**src/rtl/reg_share_arb.sv**
```systemverilog
// Round-robin arbiter sharing one W-bit register among NREQ requesters; state updates on the falling edge of c.
// Optional ownership hold (lock port, HOLD state) is enabled with `define REG_SHARE_LOCK_EN.
module reg_share_arb #(
    parameter int unsigned NREQ = 4,
    parameter int unsigned W    = 8
) (
    input  logic                      c,
    input  logic                      r,
    input  logic [NREQ-1:0]           req,
    input  logic [NREQ*W-1:0]         din,
`ifdef REG_SHARE_LOCK_EN
    input  logic [NREQ-1:0]           lock,
`endif
    output logic [NREQ-1:0]           gnt,
    output logic [W-1:0]              q,
    output logic [$clog2(NREQ)-1:0]   owner,
    output logic                      valid,
    output logic                      busy
);

    localparam int unsigned PW = $clog2(NREQ);

`ifdef REG_SHARE_LOCK_EN
    typedef enum logic [1:0] {IDLE, WRITE, HOLD} state_t;
`else
    typedef enum logic [1:0] {IDLE, WRITE} state_t;
`endif

    state_t          state, state_nxt;
    logic [PW-1:0]   ptr, ptr_nxt;
    logic [PW-1:0]   win, win_nxt;
    logic [NREQ-1:0] gnt_nxt;
    logic [W-1:0]    q_nxt;
    logic [PW-1:0]   owner_nxt;
    logic            valid_nxt;
    logic            busy_nxt;
    logic [PW-1:0]   pick;
    logic [W-1:0]    slice [NREQ];

    for (genvar i = 0; i < NREQ; i++) begin : g_slice
        assign slice[i] = din[i*W +: W];
    end

    // Scanning from the far end lets the match closest to ptr overwrite the others.
    function automatic logic [PW-1:0] rr_pick(input logic [NREQ-1:0] rq, input logic [PW-1:0] p);
        logic [PW-1:0] res;
        int            idx;
        res = p;
        for (int k = NREQ - 1; k >= 0; k--) begin
            idx = (int'(p) + k) % int'(NREQ);
            if (rq[idx]) res = PW'(idx);
        end
        return res;
    endfunction

    assign pick = rr_pick(req, ptr);

    always_comb begin
        // NOTE: every output of this block gets a default first, so no path leaves one unassigned and no latch is inferred.
        state_nxt = state;
        ptr_nxt   = ptr;
        win_nxt   = win;
        gnt_nxt   = gnt;
        q_nxt     = q;
        owner_nxt = owner;
        valid_nxt = valid;
        case (state)
            IDLE: begin
                if (|req) begin
                    win_nxt       = pick;
                    gnt_nxt       = '0;
                    gnt_nxt[pick] = 1'b1;
                    state_nxt     = WRITE;
                end
            end
            WRITE: begin
                q_nxt     = slice[win];
                owner_nxt = win;
                valid_nxt = 1'b1;
                ptr_nxt   = (win == PW'(NREQ - 1)) ? '0 : win + 1'b1;
                gnt_nxt   = '0;
                state_nxt = IDLE;
`ifdef REG_SHARE_LOCK_EN
                if (lock[win]) begin
                    gnt_nxt   = gnt;
                    state_nxt = HOLD;
                end
`endif
            end
`ifdef REG_SHARE_LOCK_EN
            HOLD: begin
                // The load on the releasing edge still happens; only ownership ends.
                q_nxt = slice[win];
                if (!lock[win]) begin
                    gnt_nxt   = '0;
                    state_nxt = IDLE;
                end
            end
`endif
            default: begin
                gnt_nxt   = '0;
                state_nxt = IDLE;
            end
        endcase
        busy_nxt = (state_nxt != IDLE);
    end

    always_ff @(negedge c) begin
        // NOTE: non-blocking assignments so every register samples the pre-edge values of the others.
        if (r) begin
            state <= IDLE;
            ptr   <= '0;
            win   <= '0;
            gnt   <= '0;
            q     <= '0;
            owner <= '0;
            valid <= 1'b0;
            busy  <= 1'b0;
        end else begin
            state <= state_nxt;
            ptr   <= ptr_nxt;
            win   <= win_nxt;
            gnt   <= gnt_nxt;
            q     <= q_nxt;
            owner <= owner_nxt;
            valid <= valid_nxt;
            busy  <= busy_nxt;
        end
    end

endmodule

```
**config.mk**
```make
export PLATFORM = sky130hd
export DESIGN_NAME = reg_share_arb
export DESIGN_NICKNAME = d
export VERILOG_FILES = /design/src/rtl/reg_share_arb.sv
export SDC_FILE = /design/constraint.sdc
export NUM_CORES = 1
export LEC_CHECK = 0
export ABC_AREA = 1
export CAP_MARGIN = 40
export CORE_AREA = 2 2 57 59
export DETAILED_ROUTE_END_ITERATION = 6
export DIE_AREA = 0 0 59 61
export PLACE_DENSITY = 0.85
export SLEW_MARGIN = 20
export SYNTH_ARGS = -nofsm -noshare
export SYNTH_HDL_FRONTEND = slang
export SYNTH_SLANG_ARGS = --single-unit
```
**constraint.sdc**
```tcl
create_clock -name c -period 4 [get_ports c]
set_input_delay 0.8 -clock c [delete_from_list [all_inputs] [get_ports c]]
set_output_delay 0.8 -clock c [all_outputs]
set_load 0.01 [all_outputs]
```
**Yosys cells after proc, flatten, opt, wreduce, memory -nomap -nowiden**

Cells that the tools add are included.

- Flip-flop bits (word level): 22
- Output and inout port bits: 16
- Logic and storage cells: 58

- Equality and inequality tests: 2
- Reduce and logical (&&, ||, !) cells: 9
- Add/subtract/negate cells: 4
- Mux-type cells: 23
- Bitwise gates (word level): 5
- Magnitude comparators: 7

Operators by type and width:

| operator | count |
|---|---|
| 8-bit binary-select mux with 2-bit select | 1 |
| 8-bit two-way mux | 2 |
| 2-bit two-way mux | 7 |
| 3-bit by 4-bit < comparator with 1-bit output, second input constant | 3 |
| 1-bit binary-select mux with 2-bit select | 4 |
| 1-bit two-way mux | 8 |
| 2-bit OR reduction | 4 |
| 2-bit by 3-bit < comparator with 1-bit output, second input constant | 2 |
| 2-bit by 1-bit adder with 2-bit output, second input constant | 2 |
| 2-bit adder, second input constant | 2 |
| 4-bit OR reduction | 1 |
| 1-bit AND, first input constant | 3 |
| 3-bit >= comparator, second input constant | 1 |
| 2-bit inverter with 3-bit output | 1 |
| 1-bit demux with 2-bit select | 1 |
| 2-bit by 1-bit equality test with 1-bit output, second input constant | 1 |
| 2-bit equality test, second input constant | 1 |
| 2-bit by 1-bit >= comparator with 1-bit output, second input constant | 1 |
| 2-bit logical NOT | 1 |
| 2-bit AND reduction | 1 |
| 2-bit nonzero test | 1 |
| 1-bit logical AND | 1 |
| 1-bit inverter | 1 |

**Longest topological paths before layout**

- Depth in word-level cells: 14
- Depth in mapped cells: 13
- Mapped depth without buffers: 12

==> impl_results.md <==
- CTS tree: built
- Share of the synthesized area in the top cell type: 34.6%
- Clk root buf: clkbuf_4
- Most used flip-flop cell after synthesis: dfxtp_1
- Distinct cells, synth: 22
- Port Buffers: 53
- Hold Crit Class: flop to flop
- First-pass GRT wire length: 5600 um
- Synth area leader: dfxtp_1
- Fin cells: 310
- Critical path peak fanout: 3
- Drt total wl: 3280 um
- RSZ-0062 raised after global routing: no
- Reg clk slew, reported paths: 0.05 ns
- Diode count: 0
- Drt wl/cell: 10.6 um
- DRC: 0
- Met1 Routed Length: 1310 um
- Nets@finish: 317
- Slew headroom: 62.4%
- Total grt overflow: 0
- Total power draw: 595 uW
- Router iterations before antenna repair: 4
- Inst Count DP: 285
- Num CTS Buffers: 3
- Hpwl dp: 2410 um
- Setup bufs post-CTS: 0
- Clock latency on the worst-skew pair: 0.41 ns
- Starting Density: 43.1%
- DIE AREA: 3600 um^2
- Initial antenna violation count: 0
- Syn. warnings: 0
- Vias in the first global route: 1448
- Core area: 2950 um^2
- Number of hold violations in the final report: 0
- CTS sink cnt: 22
- Worst-Margin Slew: 0.563 ns
- Setup violations, final: 0
- Top cells by count, synth: nor2_1, nand2_1, o21ai_0
- Post-synth EDFFs: 0
- Row count: 20
- Area Growth Syn to Fin: 54.3%
- Layout cells sized above 1: 10.5%
- Leak pwr: 1.08 nW
- GP Congestion: 0.899
- Post-synthesis sequential area ratio: 34.6%
- Iteration-0 DRC Markers: 41
- Reported max-cap violation count: 0
- Syn Nets: 237
- Gate Count Post-Synth: 198
- Most common cell in the netlist: nor2_1
- Die W: 59 um
- Startpoint Class: input pin
- Hold_buf cts: 0
- Vias per inst: 4.84
- Pwr dens: 303 nW/um^2
- Top sig layer: met4
- Met2 wire len: 1690 um
- Final TNS setup: 0 ns
- Clk_skew: 0.0358 ns
- Synthesized area: 1270 um^2
- Number of H-tree levels: 1
- Worst EP arrival: 2.19 ns
- Required @ worst endpoint: 2.33 ns
- Synth Register Bits: 22
- Height of the die: 61 um
- IO Pins: 54
- Final ANT Viol Nets: 0
- Total number of vias: 1499
- Synth async-reset ratio: 0%
- Syn Area/Cell: 6.43 um^2
- Largest cells by area after synthesis: dfxtp_1, nor2_1, o21ai_0
- Largest net degree at the start of global routing: 20
- Met3 routed WL: 224 um
- Outcome: completed
- Max clock buf depth: 2
- Slew Viols, Final: 0
- Worst VDD drop: 172 uV
- Setup CP Type: input pin to flop
- Crit. End Element: flop
- GRT Total Usage: 20.2%
final timing paths:
kind                            startpoint      to  slack [ns]  depth (start not counted)
worst min register to register      gnt[0]  gnt[0]        0.46                          2
worst min-delay path                gnt[0]  gnt[0]        0.46                          2
worst max register to register      win[0]    q[0]        2.26                          5
worst max-delay path                req[0]  gnt[3]        0.14                         11
layout make-up:
class,instances,area [um^2]
clock buffer,3,22.5
clock inverter,23,88.8
fill,263,987
inverter,27,106
multi-input combinational,142,696
sequential,22,440
tap,33,41.3
timing repair buffer,60,571
critical path, cell delays in order:
cell             delay [ns]
clkdlybuf4s50_1        0.50
nand2_1                0.10
nand2_2                0.11
nand2_2                0.06
nand2_1                0.08
inv_1                  0.05
nand2_2                0.08
nand3_2                0.09
nand2_2                0.10
nand3_1                0.09
a21oi_2                0.13
kinds of logic after synthesis:
family,after synthesis,synth area share (%)
fa+ha+maj,1,0.982
compound gates,48,20.3
flops,22,34.6
buf+inv,34,11.3
simple gates,92,32.5
other cells,1,0.294
registers in the layout, summed over array words and instances (netlist names):
| signal | flops |
|---|---|
| busy | 1 |
| ptr | 2 |
| valid | 1 |
| owner | 2 |
| win | 2 |
| state | 2 |
| q | 8 |
| gnt | 4 |
repair_timing:
action                                 CTS  global route
setup endpoints to repair               16             4
pin swaps                                0             0
endpoints found under the hold margin    0             0
gates resized for setup                 16             6
stage by stage:
stage | area (um^2) | setup slack [ns] | util [%] | hold slack (ns)
floorplan | 1270 | 0.288 | - | 0.487
global placement | 1860 | -0.252 | 62.9 | 0.454
detailed placement | 1860 | -0.324 | 63.1 | 0.458
CTS | 1950 | 0.0761 | 66.1 | 0.459
global route | 1970 | 0.00999 | 66.6 | 0.470
finish | 1970 | 0.137 | 66.6 | 0.456
power by group:
group / switching [mW] / total [mW] / internal [mW] / leakage [nW]
clock: 0.131 / 0.198 / 0.0673 / 0.135
sequential: 0.0137 / 0.246 / 0.232 / 0.180
combinational: 0.0743 / 0.150 / 0.0762 / 0.764
per-layer routing:
metal  global-route usage [%]  vias to the layer above
met5                        0                        -
met4                     10.4                        0
met3                     6.82                        7
li1                         -                      793
met1                     21.1                      652
met2                     36.0                       47
cells in the final DEF, fill, tap and decap left out, drive strengths merged:
cell and instances:
a211oi 1, a21boi 1, a21oi 8, buf 7, clkbuf 3, clkdlybuf4s50 34
conb 1, dfxtp 22, dlygate4sd2 16, dlymetal6s2s 3, ha 1, inv 50
nand2 40, nand3 7, nand4 3, nor2 41, nor4 1, o21ai 30
o22ai 8
Power figures use the tool's default switching activity.
